--- config.mk ---
export PLATFORM = sky130hd
export DESIGN_NAME = bits_literal_decoder_flat
export DESIGN_NICKNAME = d
export VERILOG_FILES = /design/src/rtl/bits_literal_decoder_pkg.sv /design/src/rtl/bits_literal_decoder_if.sv /design/src/rtl/bits_literal_decoder_group_step.sv /design/src/rtl/bits_literal_decoder.sv /design/src/flat_wrapper.sv
export SDC_FILE = /design/constraint.sdc
export NUM_CORES = 1
export LEC_CHECK = 0
export CAP_MARGIN = 0
export CELL_PAD_IN_SITES_DETAIL_PLACEMENT = 1
export CELL_PAD_IN_SITES_GLOBAL_PLACEMENT = 1
export CORE_MARGIN = 2
export CORE_UTILIZATION = 45
export DETAILED_ROUTE_END_ITERATION = 7
export PLACE_DENSITY_LB_ADDON = 0.15
export SYNTH_ARGS = -nofsm -noshare
export SYNTH_HDL_FRONTEND = slang
export SYNTH_SLANG_ARGS = --single-unit
--- constraint.sdc ---
create_clock -name clk -period 5.45 [get_ports clk]
set_clock_uncertainty 0.1 [all_clocks]
set_input_delay 1.3625 -clock clk [delete_from_list [all_inputs] [get_ports clk]]
set_output_delay 1.3625 -clock clk [all_outputs]
set_load 0.005 [all_outputs]
--- src/rtl/bits_literal_decoder_pkg.sv ---
`default_nettype none
// ============================================================================
//  Module   : bits_pkg
//  Purpose  : Shared constants and state encoding for the BITS literal
//             decoder slice (decoder top, group step, handshake interface).
//  Contents : LIT_GROUP_W, LIT_MAX_GROUPS, LIT_WINDOW_W, LIT_VALUE_W,
//             LIT_CNT_W, LIT_BITS_W, lit_state_t
//  Revision : 1.0  initial release
// ============================================================================
package bits_pkg;

    localparam int LIT_GROUP_W    = 5;
    localparam int LIT_MAX_GROUPS = 16;
    localparam int LIT_WINDOW_W   = 80;
    localparam int LIT_VALUE_W    = 64;
    localparam int LIT_CNT_W      = 5;   // holds 0..16
    localparam int LIT_BITS_W     = 7;   // holds 0..80

    typedef enum logic [1:0] {
        ST_IDLE   = 2'd0,
        ST_DECODE = 2'd1,
        ST_DONE   = 2'd2
    } lit_state_t;

endpackage : bits_pkg
`default_nettype wire

--- src/rtl/bits_literal_decoder_if.sv ---
`default_nettype none
// ============================================================================
//  Module   : bits_literal_decoder_if
//  Purpose  : encoded_number/decodeNumber handshake between bits_fsm
//             (master) and bits_literal_decoder (slave).
//  Signals  : encoded_number [79:0]  literal window, MSB-aligned
//             decodeNumber           start request
//             decodedNumber  [63:0]  assembled value
//             bitsToShift    [6:0]   bits consumed (5 x groups)
//             number_valid           one-cycle completion strobe
//             busy                   decoder walking groups
//             overflow               16th group still had continuation set
//  Revision : 1.0  initial release
// ============================================================================
interface bits_literal_decoder_if;
    import bits_pkg::*;

    logic [LIT_WINDOW_W-1:0] encoded_number;
    logic                    decodeNumber;
    logic [LIT_VALUE_W-1:0]  decodedNumber;
    logic [LIT_BITS_W-1:0]   bitsToShift;
    logic                    number_valid;
    logic                    busy;
    logic                    overflow;

    modport master (
        output encoded_number,
        output decodeNumber,
        input  decodedNumber,
        input  bitsToShift,
        input  number_valid,
        input  busy,
        input  overflow
    );

    modport slave (
        input  encoded_number,
        input  decodeNumber,
        output decodedNumber,
        output bitsToShift,
        output number_valid,
        output busy,
        output overflow
    );

endinterface : bits_literal_decoder_if
`default_nettype wire

--- src/rtl/bits_literal_decoder_group_step.sv ---
`default_nettype none
// ============================================================================
//  Module   : bits_lit_group_step
//  Purpose  : Combinational single-group step: splits a 5-bit literal group
//             into continuation flag and nibble and appends the nibble to
//             the accumulator.
//  Ports    : i_group  [4:0]   literal group (bit 4 = continuation)
//             i_acc    [63:0]  accumulator before this group
//             o_acc    [63:0]  accumulator after this group
//             o_cont           continuation flag
//             o_nibble [3:0]   value nibble
//  Revision : 1.0  initial release
// ============================================================================
module bits_lit_group_step
    import bits_pkg::*;
(
    input  wire logic [LIT_GROUP_W-1:0] i_group,
    input  wire logic [LIT_VALUE_W-1:0] i_acc,
    output logic      [LIT_VALUE_W-1:0] o_acc,
    output logic                        o_cont,
    output logic      [LIT_GROUP_W-2:0] o_nibble
);

    // The top nibble of the accumulator is shifted out; at most 16 groups
    // are ever consumed so nothing meaningful is lost.
    logic w_unused_acc_top;

    assign o_cont           = i_group[LIT_GROUP_W-1];
    assign o_nibble         = i_group[LIT_GROUP_W-2:0];
    assign o_acc            = {i_acc[LIT_VALUE_W-LIT_GROUP_W:0], o_nibble};
    assign w_unused_acc_top = ^i_acc[LIT_VALUE_W-1:LIT_VALUE_W-LIT_GROUP_W+1];

endmodule : bits_lit_group_step
`default_nettype wire

--- src/rtl/bits_literal_decoder.sv ---
`default_nettype none
// ============================================================================
//  Module   : bits_literal_decoder
//  Purpose  : Multi-cycle decoder for BITS literal-value payloads. Walks
//             5-bit groups of an 80-bit MSB-aligned window, one group per
//             cycle (two when BITS_LITDEC_DUAL_EN is defined), and returns
//             the 64-bit value, bits consumed and a completion strobe.
//  Ports    : clk     system clock, rising edge
//             resetB  asynchronous active-low reset
//             lit     bits_literal_decoder_if.slave handshake
//  Config   : BITS_LITDEC_DUAL_EN  consume two groups per DECODE cycle
//  Revision : 1.0  initial release
// ============================================================================
module bits_literal_decoder
    import bits_pkg::*;
(
    input  wire logic             clk,
    input  wire logic             resetB,
    bits_literal_decoder_if.slave lit
);

    localparam logic [LIT_CNT_W-1:0] c_max_cnt = LIT_CNT_W'(LIT_MAX_GROUPS);

    lit_state_t              r_state;
    logic [LIT_WINDOW_W-1:0] r_sreg;
    logic [LIT_VALUE_W-1:0]  r_acc;
    logic [LIT_CNT_W-1:0]    r_cnt;
    logic [LIT_VALUE_W-1:0]  r_value;
    logic [LIT_BITS_W-1:0]   r_bits;
    logic                    r_valid;
    logic                    r_busy;
    logic                    r_overflow;

    logic [LIT_VALUE_W-1:0]  w_acc0;
    logic                    w_cont0;
    logic [LIT_GROUP_W-2:0]  w_nib0;

    logic [LIT_VALUE_W-1:0]  w_acc_next;
    logic [LIT_WINDOW_W-1:0] w_sreg_next;
    logic [LIT_CNT_W-1:0]    w_cnt_next;
    logic                    w_more;      // continuation of last group taken
    logic                    w_limit;
    logic                    w_exit;
    logic [LIT_BITS_W-1:0]   w_bits;
    logic                    w_unused_nib;

    bits_lit_group_step u_step0 (
        .i_group  (r_sreg[LIT_WINDOW_W-1 -: LIT_GROUP_W]),
        .i_acc    (r_acc),
        .o_acc    (w_acc0),
        .o_cont   (w_cont0),
        .o_nibble (w_nib0)
    );

`ifdef BITS_LITDEC_DUAL_EN
    logic [LIT_VALUE_W-1:0]  w_acc1;
    logic                    w_cont1;
    logic [LIT_GROUP_W-2:0]  w_nib1;

    // Second group is chained onto the first step's accumulator and is only
    // committed when the first group says more groups follow.
    bits_lit_group_step u_step1 (
        .i_group  (r_sreg[LIT_WINDOW_W-LIT_GROUP_W-1 -: LIT_GROUP_W]),
        .i_acc    (w_acc0),
        .o_acc    (w_acc1),
        .o_cont   (w_cont1),
        .o_nibble (w_nib1)
    );

    always_comb begin
        w_acc_next  = w_acc0;
        w_sreg_next = {r_sreg[LIT_WINDOW_W-LIT_GROUP_W-1:0], {LIT_GROUP_W{1'b0}}};
        w_cnt_next  = r_cnt + LIT_CNT_W'(1);
        w_more      = w_cont0;
        if (w_cont0) begin
            w_acc_next  = w_acc1;
            w_sreg_next = {r_sreg[LIT_WINDOW_W-2*LIT_GROUP_W-1:0], {(2*LIT_GROUP_W){1'b0}}};
            w_cnt_next  = r_cnt + LIT_CNT_W'(2);
            w_more      = w_cont1;
        end
    end

    assign w_unused_nib = ^{w_nib0, w_nib1};
`else
    always_comb begin
        w_acc_next  = w_acc0;
        w_sreg_next = {r_sreg[LIT_WINDOW_W-LIT_GROUP_W-1:0], {LIT_GROUP_W{1'b0}}};
        w_cnt_next  = r_cnt + LIT_CNT_W'(1);
        w_more      = w_cont0;
    end

    assign w_unused_nib = ^w_nib0;
`endif

    // Counter only ever advances in steps that land exactly on 16, so an
    // equality test is sufficient.
    assign w_limit = (w_cnt_next == c_max_cnt);
    assign w_exit  = !w_more || w_limit;
    // x5 as (x<<2)+x, truncated to the 7-bit result width (max 80).
    assign w_bits  = (LIT_BITS_W'(w_cnt_next) << 2) + LIT_BITS_W'(w_cnt_next);

    always_ff @(posedge clk or negedge resetB) begin
        if (!resetB) begin
            r_state    <= ST_IDLE;
            r_sreg     <= '0;
            r_acc      <= '0;
            r_cnt      <= '0;
            r_value    <= '0;
            r_bits     <= '0;
            r_valid    <= 1'b0;
            r_busy     <= 1'b0;
            r_overflow <= 1'b0;
        end else begin
            r_valid <= 1'b0;
            case (r_state)
                ST_IDLE, ST_DONE: begin
                    if (lit.decodeNumber) begin
                        r_sreg     <= lit.encoded_number;
                        r_acc      <= '0;
                        r_cnt      <= '0;
                        r_overflow <= 1'b0;
                        r_busy     <= 1'b1;
                        r_state    <= ST_DECODE;
                    end else begin
                        r_busy     <= 1'b0;
                        r_state    <= ST_IDLE;
                    end
                end
                ST_DECODE: begin
                    // Starts arriving here are dropped, not queued.
                    r_acc  <= w_acc_next;
                    r_cnt  <= w_cnt_next;
                    r_sreg <= w_sreg_next;
                    if (w_exit) begin
                        r_value    <= w_acc_next;
                        r_bits     <= w_bits;
                        r_overflow <= w_more && w_limit;
                        r_valid    <= 1'b1;
                        r_busy     <= 1'b0;
                        r_state    <= ST_DONE;
                    end
                end
                default: begin
                    r_busy  <= 1'b0;
                    r_state <= ST_IDLE;
                end
            endcase
        end
    end

    assign lit.decodedNumber = r_value;
    assign lit.bitsToShift   = r_bits;
    assign lit.number_valid  = r_valid;
    assign lit.busy          = r_busy;
    assign lit.overflow      = r_overflow;

endmodule : bits_literal_decoder
`default_nettype wire

--- src/flat_wrapper.sv ---
// flat-port wrapper written by rule: the top's interface ports become plain ports
module bits_literal_decoder_flat import bits_pkg::*;
  (clk, resetB, lit_encoded_number, lit_decodeNumber, lit_decodedNumber, lit_bitsToShift, lit_number_valid, lit_busy, lit_overflow);
  bits_literal_decoder_if lit_i ();
  input  wire logic clk;
  input  wire logic resetB;
  input wire logic [$bits(lit_i.encoded_number)-1:0] lit_encoded_number;
  input wire logic [$bits(lit_i.decodeNumber)-1:0] lit_decodeNumber;
  output wire logic [$bits(lit_i.decodedNumber)-1:0] lit_decodedNumber;
  output wire logic [$bits(lit_i.bitsToShift)-1:0] lit_bitsToShift;
  output wire logic [$bits(lit_i.number_valid)-1:0] lit_number_valid;
  output wire logic [$bits(lit_i.busy)-1:0] lit_busy;
  output wire logic [$bits(lit_i.overflow)-1:0] lit_overflow;
  assign lit_i.encoded_number = lit_encoded_number;
  assign lit_i.decodeNumber = lit_decodeNumber;
  assign lit_decodedNumber = lit_i.decodedNumber;
  assign lit_bitsToShift = lit_i.bitsToShift;
  assign lit_number_valid = lit_i.number_valid;
  assign lit_busy = lit_i.busy;
  assign lit_overflow = lit_i.overflow;
  bits_literal_decoder u_core (.clk(clk), .resetB(resetB), .lit(lit_i));
endmodule
== Yosys cells after proc, flatten, opt, wreduce, memory -nomap -nowiden ==
Cells that the tools add are included.
Storage, ports and cells
  bits in registers: 221
  logic and storage cells: 42
Cells by class
  reduce and logical (&&, ||, !) cells: 9
  add/sub/neg operators: 2
  equality and inequality tests: 5
  muxes and demuxes: 17
Operator list (number)
  80-bit one-hot mux with 2 select lines: 1
  60-bit one-hot mux with 2 select lines: 1
  80-bit 2-to-1 mux: 1
  60-bit 2-to-1 mux: 1
  5-bit one-hot mux with 2 select lines: 1
  7-bit by 5-bit adder with 7-bit output: 1
  1-bit 2-to-1 mux: 7
  5-bit by 1-bit adder with 5-bit output (second input constant): 1
  5-bit == test (second input constant): 1
  5-bit 2-to-1 mux: 1
  1-bit one-hot mux with 2 select lines: 2
  2-bit one-hot mux with 2 select lines: 1
  2-bit AND reduction: 2
  3-bit AND reduction: 1
  2-bit by 1-bit == test with 1-bit output (second input constant): 1
  2-bit == test (second input constant): 1
  2-bit logical NOT: 1
  2-bit 2-to-1 mux: 1
  2-bit by 1-bit inequality test with 1-bit output (second input constant): 1
  2-bit inequality test (second input constant): 1
  2-bit nonzero test: 1
  2-bit OR reduction: 1
  1-bit logical AND: 1
  1-bit logical NOT: 1
  1-bit logical OR: 1

== Logic depth before layout (Yosys ltp) ==
Gate-level depths: netlist of run 1.
  word-level depth: 5
  depth in mapped cells: 9

== By module ==
A second synthesis of run 1 with hierarchy kept.
Second synthesis, totals
  cell total of the unflattened synthesis: 851
  area total of the unflattened synthesis: 9815.7 um2
By module, submodules not included
  bits_literal_decoder: cells each 782, area each 9297.7 um2, instances 1
  bits_lit_group_step: cells each 69, area each 518.0 um2, instances 1

== Worst setup path after synthesis of run 1 ==
No wires, ideal clock.
  path type: input -> register
  start point: in lit_decodeNumber
  end point: reg u_core.r_sreg[74]
  required time: 5215 ps
  stages: 5
  slack: 2707 ps
  arrival time: 2508 ps
  path buffers: 2
  cell sequence: nor2b_1 -> clkbuf_1 -> clkbuf_1 -> mux2i_1 -> o21ai_0
Between the ends
  word-level cells in the longest chain between the ends: 2
RTL lines
  start, declared: RTL line flat_wrapper.sv:8  | input wire logic [$bits(lit_i.decodeNumber)-1:0] lit_decodeNumber;
  2-bit inequality test (no line)
  2-bit AND reduction (no line)
  end signal, assigned: RTL line bits_literal_decoder.sv:118  | r_sreg <= lit.encoded_number;
  end signal, assigned: RTL line bits_literal_decoder.sv:133  | r_sreg <= w_sreg_next;
  end, declared: RTL line bits_literal_decoder.sv:25  | logic [LIT_WINDOW_W-1:0] r_sreg;
No other way between the ends.
A chain may end at the register's enable or synchronous reset.

== Final worst setup path of run 1 ==
  start point: in lit_decodeNumber
  end point: reg u_core.r_sreg[62]
The elaborated chain is that of the path after synthesis.

==> results of run 1 <==
## cells in the mapped netlist
library cell | n | share of area (%)
nand2b_1 | 1 | 0.071
mux2_2 | 47 | 6.0
inv_2 | 1 | 0.042
buf_1 | 1 | 0.042
nor2_1 | 2 | 0.085
a22oi_1 | 1 | 0.085
xnor2_2 | 1 | 0.18
mux2i_1 | 75 | 8.5
inv_1 | 4 | 0.17
nand3_1 | 3 | 0.17
a21oi_1 | 1 | 0.056
ha_1 | 4 | 0.56
nor3_1 | 1 | 0.056
dfrtp_1 | 220 | 62
xor2_1 | 2 | 0.20
clkbuf_1 | 39 | 1.6
a21boi_0 | 1 | 0.085
mux2_4 | 20 | 3.4
o21ai_0 | 83 | 4.7
o32a_1 | 1 | 0.11
buf_6 | 4 | 0.51
xnor2_1 | 2 | 0.20
nor2b_1 | 2 | 0.14
o21bai_1 | 1 | 0.085
nand2_1 | 91 | 3.8
a22o_1 | 66 | 6.5
buf_2 | 5 | 0.28
a221o_1 | 1 | 0.11
fa_1 | 1 | 0.23
## flip-flops by register name, summed over array words and instances, names as in the netlist
signal                    cells
u_core.r_cnt                  5
u_core.lit.bitsToShift        7
u_core.r_acc                 60
u_core.lit.decodedNumber     64
u_core.r_sreg                80
u_core.lit.number_valid       1
u_core.lit.overflow           1
u_core.r_state                2
## cell type report
class,instances,area [um^2]
fill,1934,7901
clock buffer,36,737.0
tap,265,331.6
timing repair buffer,164,1627
multi-input combinational,407,3154
clock inverter,8,123.9
sequential,220,5505
inverter,5,18.77
## how the worst max path moves through the flow
stage,from,cells after the start,slack [ns],to
final,lit_decodeNumber,5,1.91,u_core.r_sreg[62]$_DFFE_PN0P_
after global routing,lit_decodeNumber,5,1.72,u_core.r_sreg[62]$_DFFE_PN0P_
after CTS,lit_decodeNumber,5,1.92,u_core.r_sreg[36]$_DFFE_PN0P_
after detailed placement,lit_decodeNumber,5,1.39,u_core.r_sreg[62]$_DFFE_PN0P_
after global placement,lit_decodeNumber,5,1.50,u_core.r_sreg[47]$_DFFE_PN0P_
after floorplan,lit_decodeNumber,5,2.71,u_core.r_sreg[74]$_DFFE_PN0P_
## report_power, final
| group | switching, uW | internal [uW] |
|---|---|---|
| combinational | 974 | 876 |
| sequential | 340 | 2140 |
| clock | 642 | 1080 |
## critical path: stages
cell,delay [ns]
clkdlybuf4s50_1,0.45
nor2b_4,0.57
buf_4,0.92
mux2i_1,0.28
o21ai_0,0.11
## cell families after synthesis
group,share of synthesized area (%)
flops,62.03
compound gates,11.73
mux,17.81
simple gates,4.370
buf+inv,2.693
xor+xnor,0.5782
fa+ha+maj,0.7895
## per-layer routing
layer	vias up	wire length, um	part of all wire, %	global-route usage (%)
met5	-	0	0	0
met4	0	299	1.5	4.241
met3	26	1227	6.0	4.868
met2	132	10240	50	34.97
met1	2982	8765	43	25.67
li1	2693	-	-	-
## through the flow
step           setup WS, ns  instances  total power (uW)
2_1_floorplan         2.707        681              3644
3_3_place_gp          1.498       1061              4273
3_5_place_dp          1.388       1061              4387
4_1_cts               1.916       1105              6133
5_1_grt               1.718       1105              6445
6_report              1.907       1105              6052
==> out/metrics.yaml, run 1 <==
timing:
  clock.fmax_mhz: 282.2
  worst_pin_slew_ns: 1.139
  setup_viol: 0
  finalWorstPathRequiredPeriod_ns: 3.543
  hold_viol_final: 0
  fin_tns_setup_ns: 0
  rsz0062_at_grt: "no"
  timing.hold.ws_ns: 0.3810
  period_share_pct: 65.02
  drv_slew: 0
  maxSlewHeadroom_pct: 24.07
grt:
  grt_antenna_before_repair: 0
  grt_overflow_total: 0
  grt_max_degree: 146
  grt_pass1_wl_um: 33640
  grt_pass1_vias: 6447
  grt_usage_pct: 20.11
clocking:
  cts_tree: "built"
  cts.clk_slew.worst_paths_ns: 0.06
  clock_latency_ns: 0.50
  cts_hold_buf: 0
  post_cts_buffers: 0
  cts-root-buf: "clkbuf_16"
  cts.sinks: 220
  htree_levels: 1
  cts-resized-gates: 0
  clk_path_buf_depth: 3
  cts_buffers: 24
drt:
  drt_iter0_drc: 219
  drc_errors: 0
  vias: 5833
  first_pass_iters: 5
  post_drt_wl_per_cell_um: 18.58
  avgViaCountPerCell: 5.279
  ant_nets: 0
  wl_um: 20530
place:
  port_buffers: 156
  routabilityCongestion: 0.7343
  dpl_cell_area_mm2: 0.01064
  dp_hpwl_um: 13350
worst_setup_path:
  arrival_ns: 3.76
  worst_setup_path_end_kind: "flip-flop"
  r2r_cells: 6
  crit_fanout: 63
  required_ns: 5.67
  path_class: "in2reg"
  rrSetupSlack_ns: 2.18
  r2r_end: "u_core.lit.decodedNumber[47]$_DFFE_PN0P_"
  critPathLaunchType: "input port"
  reg2reg_from: "u_core.r_state[0]$_DFFE_PN0P_"
final_layout:
  layout_commonest_cell: "dfrtp_1"
  design_area_mm2: 0.01150
  area_delta_synth_final_pct: 29.55
  final_nets: 910
  fin_util_pct: 59.27
  drive_gt1_share_pct: 14.52
  insertedDiodeCount: 0
  final_cell_mix: "dfrtp_1 (220), clkdlybuf4s50_1 (155), nand2_1 (91)"
logic_synthesis:
  yosys_warnings: 0
  syn_area_mm2: 0.008875
  ys_types: 29
  synth_seq_cells: 220
  syn_avg_cell_area_um2: 13.03
  ys_seq_area_share_pct: 62.03
  netlist_instances: 681
  synth_nets: 769
floorplanning:
  ioPinCount: 157
  fp.dieH_um: 144.4
  die_w_um: 144.4
  core-area_mm2: 0.01940
  start_util_pct: 45.75
  die_area_mm2: 0.02086
  row_count: 51
hold_path:
  hold_depth: 2
  hold_start: "u_core.r_sreg[19]$_DFFE_PN0P_"
  worstHoldPathType: "reg2reg"
  hold_path_end: "u_core.r_sreg[24]$_DFFE_PN0P_"
power:
  power.leakage_uw: 0.005271
  power_density_mw_per_mm2: 526.4
  ir_drop_v: 0.0002663
job:
  drv_cap: 0
outcome:
  status: "finished clean"
(Power assumes the default switching activity.)
==> run 2: changes to the inputs <==
--- a/config.mk
+++ b/config.mk
@@ -9,7 +9,7 @@
 export CELL_PAD_IN_SITES_DETAIL_PLACEMENT = 1
 export CELL_PAD_IN_SITES_GLOBAL_PLACEMENT = 1
 export CORE_MARGIN = 2
-export CORE_UTILIZATION = 45
+export CORE_UTILIZATION = 42
 export DETAILED_ROUTE_END_ITERATION = 7
 export PLACE_DENSITY_LB_ADDON = 0.15
 export SYNTH_ARGS = -nofsm -noshare
==> constraint.sdc (replaced) <==
create_clock -name clk -period 3.5 [get_ports clk]
set_clock_uncertainty 0.1 [all_clocks]
set_input_delay 0.875 -clock clk [delete_from_list [all_inputs] [get_ports clk]]
set_output_delay 0.875 -clock clk [all_outputs]
set_load 0.005 [all_outputs]
==> run 2 against run 1 <==
  * Core utilization shrank 3.5 points
  * Design area increased by 1.4%
  * Via count grew 0.12%
  * Non-clock buffer count is 5 higher
  * Die area rose by 6.9%
  * Combinational power increased by 58%
  * Critical path depth rose by 1
  * Register-to-register slack lost 1.6 ns
  * Cell count grew 1.4%
  * Clock power up 62%
  * Largest power group unchanged
  * First-iteration DRC count rose by 21%
  * Total power up 58%
==> out/metrics.yaml, run 2 (synthesis gave the netlist of run 1 again) <==
worst_setup_path:
  required_ns: 3.80
  path_class: "reg2reg"
  rrSetupSlack_ns: 0.61
  arrival_ns: 3.18
  critPathLaunchType: "flip-flop"
  worst_setup_path_end_kind: "flip-flop"
  crit_fanout: 56
power:
  power.leakage_uw: 0.005354
  ir_drop_v: 0.0008218
  power_density_mw_per_mm2: 821.4
  power_uw: 9572
timing:
  clock.fmax_mhz: 346.3
  fin_tns_setup_ns: 0
  setup_viol: 0
  rsz0062_at_grt: "no"
  hold_viol_final: 0
  maxSlewHeadroom_pct: 42.24
  drv_slew: 0
  period_share_pct: 82.51
  finalWorstPathRequiredPeriod_ns: 2.888
  worst_pin_slew_ns: 0.8665
floorplanning:
  core-area_mm2: 0.02089
  die_area_mm2: 0.02231
  die_w_um: 149.4
  ioPinCount: 157
  start_util_pct: 42.49
  row_count: 53
  fp.dieH_um: 149.4
drt:
  vias: 5840
  wl_um: 20410
  first_pass_iters: 4
  ant_nets: 0
  avgViaCountPerCell: 5.214
  post_drt_wl_per_cell_um: 18.23
  drt_iter0_drc: 264
  drc_errors: 0
final_layout:
  largest-register: "u_core.r_sreg"
  largest_reg_flops: 80
  area_delta_synth_final_pct: 31.31
  insertedDiodeCount: 0
  final_cell_mix: "dfrtp_1 (220), clkdlybuf4s50_1 (155), nand2_1 (91)"
  final_nets: 916
  layout_commonest_cell: "dfrtp_1"
  n_fill_cell: 2094
  drive_gt1_share_pct: 15.50
outcome:
  status: "finished clean"
place:
  dp_hpwl_um: 13400
  routabilityCongestion: 0.7159
  port_buffers: 156
grt:
  grt_antenna_before_repair: 1
  grt_overflow_total: 0
  grt_max_degree: 214
  grt_pass1_wl_um: 33710
  grt_usage_pct: 18.82
  grt_pass1_vias: 6300
clocking:
  cts_tree: "built"
  clock_latency_ns: 0.51
  cts.sinks: 220
  cts-resized-gates: 0
  post_cts_buffers: 0
  htree_levels: 1
  cts_buffers: 25
  cts_hold_buf: 0
  clk_path_buf_depth: 3
  cts.clk_slew.worst_paths_ns: 0.06
  cts-root-buf: "clkbuf_16"
hold_path:
  worstHoldPathType: "in2async"
job:
  drv_cap: 0
-- run 2: report_power, final --
| group | total [uW] | switching (uW) | leakage [uW] | internal [uW] |
|---|---|---|---|---|
| registers | 3860 | 522 | 0.00291 | 3340 |
| clock network | 2790 | 1030 | 0.000450 | 1760 |
| logic | 2920 | 1500 | 0.00199 | 1420 |
-- run 2: area by class of cell --
class / count / area, um^2 / area share [%]
Clock buffer: 29 / 680.7 / 5.841
Inverter: 5 / 18.77 / 0.1610
Timing Repair Buffer: 169 / 1739 / 14.92
Clock inverter: 15 / 211.5 / 1.814
Sequential cell: 220 / 5505 / 47.24
Multi-Input combinational cell: 407 / 3154 / 27.07
Tap cell: 275 / 344.1 / 2.953
-- run 2: final timing paths --
kind	start	cells after the start	endpoint
worst max register to register	u_core.r_cnt[0]$_DFFE_PN0P_	6	u_core.lit.decodedNumber[43]$_DFFE_PN0P_
min in group clk	u_core.r_sreg[45]$_DFFE_PN0P_	2	u_core.r_sreg[50]$_DFFE_PN0P_
worst min-delay path	resetB	1	u_core.lit.decodedNumber[23]$_DFFE_PN0P_
worst min register to register	u_core.r_sreg[45]$_DFFE_PN0P_	2	u_core.r_sreg[50]$_DFFE_PN0P_
worst max-delay path	u_core.r_cnt[0]$_DFFE_PN0P_	6	u_core.lit.decodedNumber[43]$_DFFE_PN0P_
max in group asynchronous	resetB	2	u_core.r_sreg[62]$_DFFE_PN0P_
-- run 2: metal layers --
metal | vias up | track usage [%] | part of all wire, %
met3 | 20 | 5.352 | 6.7
li1 | 2723 | - | -
met5 | - | 0 | 0
met1 | 2972 | 24.23 | 42
met2 | 125 | 31.95 | 50
met4 | 0 | 3.714 | 1.0
-- run 2: through the flow --
stage          instances  hold WS [ns]  area, um^2  util [%]  setup WS [ns]
6_report            1120        0.2818       11650     55.79         0.6122
5_1_grt             1120        0.3204       11650     55.79         0.3941
3_3_place_gp        1076        0.3649       10760     51.52         0.8013
3_5_place_dp        1076        0.3697       10760     51.52         0.5947
2_1_floorplan        681        0.3492        8875         -          1.230
4_1_cts             1120        0.3160       11650     55.79         0.5965
-- run 2: critical path, stage by stage, from the launching register on --
cell and delay, ns:
dfrtp_1 0.44, ha_1 0.29, nand3_1 0.13, xor2_1 0.39, o32a_2 0.61, buf_12 0.37, mux2_2 0.38
==> run 3: changes to the inputs <==
==> constraint.sdc (replaced) <==
create_clock -name clk -period 2.7 [get_ports clk]
set_clock_uncertainty 0.1 [all_clocks]
set_input_delay 0.675 -clock clk [delete_from_list [all_inputs] [get_ports clk]]
set_output_delay 0.675 -clock clk [all_outputs]
set_load 0.005 [all_outputs]
==> run 3 against run 2 <==
  * Combinational power rose by 32%
  * Critical path depth grew 3
  * Die area unchanged
  * Largest power group unchanged
  * First-iteration DRC count shrank 11%
  * Largest cell class unchanged
  * Sequential power rose by 30%
  * Global-route usage up 0.34 points
  * Non-clock buffer count rose by 1
  * Flip-flop and latch count unchanged
  * Routed wire length grew 2.0%
  * Cell count up 0.18%
==> out/metrics.yaml, run 3 (synthesis gave the netlist of run 1 again) <==
worst_setup_path:
  critical_path.endpoint: "u_core.lit.bitsToShift[6]$_DFFE_PN0P_"
  required_ns: 3.06
  path_class: "reg2reg"
  startpoint: "u_core.r_cnt[0]$_DFFE_PN0P_"
  worst_setup_path_end_kind: "flip-flop"
  arrival_ns: 2.89
  slowest_stage: "dfrtp_1"
  path_common_cell: "nand2_1"
  cp_cell_sequence: "ha_1, xnor2_2, inv_1, ha_1, fa_1, nand2_1, nand2_1, a221o_1, nand2_1"
  slowest_delay_ns: 0.44
  critPathLaunchType: "flip-flop"
  r2r_cells: 9
  reg2reg_from: "u_core.r_cnt[0]$_DFFE_PN0P_"
  r2r_end: "u_core.lit.bitsToShift[6]$_DFFE_PN0P_"
  crit_fanout: 7
  rrSetupSlack_ns: 0.17
place:
  port_buffers: 156
  dpl_cell_area_mm2: 0.01077
  dp_hpwl_um: 13420
  routabilityCongestion: 0.7908
clocking:
  cts.clk_slew.worst_paths_ns: 0.06
  cts_tree: "built"
  htree_levels: 1
  clk_path_buf_depth: 3
  cts-root-buf: "clkbuf_16"
  cts.sinks: 220
  cts_buffers: 25
  cts-resized-gates: 0
  clock_latency_ns: 0.52
final_layout:
  design_area_mm2: 0.01156
  largest-register: "u_core.r_sreg"
  n_fill_cell: 2069
  drive_gt1_share_pct: 14.89
  final_cell_mix: "dfrtp_1 (220), clkdlybuf4s50_1 (155), nand2_1 (91)"
  area_delta_synth_final_pct: 30.24
  largest_reg_flops: 80
  layout_commonest_cell: "dfrtp_1"
  final_nets: 917
timing:
  period_share_pct: 93.66
  finalWorstPathRequiredPeriod_ns: 2.529
  maxSlewHeadroom_pct: 57.79
  timing.hold.ws_ns: 0.3819
  clock.fmax_mhz: 395.4
  rsz0062_at_grt: "no"
  drv_slew: 0
  fin_tns_setup_ns: 0
  hold_viol_final: 0
  setup_viol: 0
  worst_pin_slew_ns: 0.6331
outcome:
  status: "finished clean"
drt:
  drt_iter0_drc: 236
  drc_errors: 0
  vias: 5903
  wl_um: 20830
  post_drt_wl_per_cell_um: 18.57
  ant_nets: 0
  first_pass_iters: 4
  avgViaCountPerCell: 5.261
hold_path:
  worstHoldPathType: "reg2reg"
floorplanning:
  die_area_mm2: 0.02231
  fp.dieH_um: 149.4
  die_w_um: 149.4
  ioPinCount: 157
  core-area_mm2: 0.02089
  row_count: 53
  start_util_pct: 42.49
power:
  p_clk_share_pct: 26.5
  power.leakage_uw: 0.005285
  internal_power_uw: 8035
  pwr-share-seq_pct: 41.5
  swShare_pct: 33.18
  p_comb_share_pct: 32.0
  ir_drop_v: 0.0004682
  p_sw_uw: 3990
  power_density_mw_per_mm2: 1040
grt:
  grt_antenna_before_repair: 2
  grt_pass1_vias: 6507
  grt_usage_pct: 19.16
  grt_overflow_total: 0
  grt_pass1_wl_um: 34440
  grt_max_degree: 160
job:
  drv_cap: 0
run 3: worst min path at each step:
stage	start	end	slack, ns	cells past startpoint
floorplan	resetB	u_core.lit.bitsToShift[0]$_DFFE_PN0P_	0.28	0
global placement	u_core.r_sreg[48]$_DFFE_PN0P_	u_core.r_sreg[53]$_DFFE_PN0P_	0.36	2
detailed placement	u_core.r_sreg[39]$_DFFE_PN0P_	u_core.r_sreg[44]$_DFFE_PN0P_	0.37	2
CTS	u_core.r_sreg[39]$_DFFE_PN0P_	u_core.r_sreg[44]$_DFFE_PN0P_	0.39	2
global route	u_core.r_sreg[55]$_DFFE_PN0P_	u_core.r_sreg[60]$_DFFE_PN0P_	0.41	2
finish	u_core.r_sreg[39]$_DFFE_PN0P_	u_core.r_sreg[44]$_DFFE_PN0P_	0.38	2
run 3: metrics by stage:
| step | power [uW] | std cells | worst slack, ns | util (%) |
|---|---|---|---|---|
| CTS | 12200 | 1121 | 0.1835 | 55.32 |
| floorplan | 7355 | 681 | 0.4296 | - |
| global route | 12840 | 1121 | 0.03320 | 55.32 |
| detailed placement | 8936 | 1076 | 0.2193 | 51.58 |
| finish | 12020 | 1122 | 0.1712 | 55.33 |
| global placement | 8771 | 1076 | 0.3298 | 51.58 |
run 3: critical path, delay by kind of cell, from the launching register on:
kind / cells / cell delay, ns
adders and majority gates: 3 / 0.96
and+or+nand+nor: 3 / 0.22
AOI/OAI and AO/OA: 1 / 0.34
DFF: 1 / 0.44
buffers and inverters: 1 / 0.11
xor gates and xnor gates: 1 / 0.30
run 3: final cells by class:
type | instances | area, um^2 | area share, %
Antenna cell | 1 | 2.502 | 0.02165
Clock buffer | 32 | 671.9 | 5.813
Tap cell | 275 | 344.1 | 2.977
Inverter | 5 | 18.77 | 0.1624
Timing Repair Buffer | 170 | 1762 | 15.24
Sequential cell | 220 | 5505 | 47.63
Clock inverter | 12 | 100.1 | 0.8660
Multi-Input combinational cell | 407 | 3154 | 27.29
run 3: what timing repair did:
action | 4_1_cts | 5_1_grt
setup buffers | 0 | 0
hold endpoints to repair | 50 | 0
hold buffers | 1 | 0
run 3: power by group through the flow:
stage | clock, uW | sequential [uW] | combinational (uW)
floorplan | 0 | 4840 | 2520
global placement | 0 | 5010 | 3760
detailed placement | 0 | 5050 | 3890
CTS | 3270 | 5010 | 3920
global route | 3430 | 5120 | 4290
finish | 3190 | 5000 | 3840
run 3: layer usage:
metal	share of wire, %	up-vias	global-route usage, %
met5	0	-	0
met4	1.9	0	4.810
met3	5.1	29	4.434
met2	49	124	32.06
met1	44	3029	25.32
li1	-	2721	-
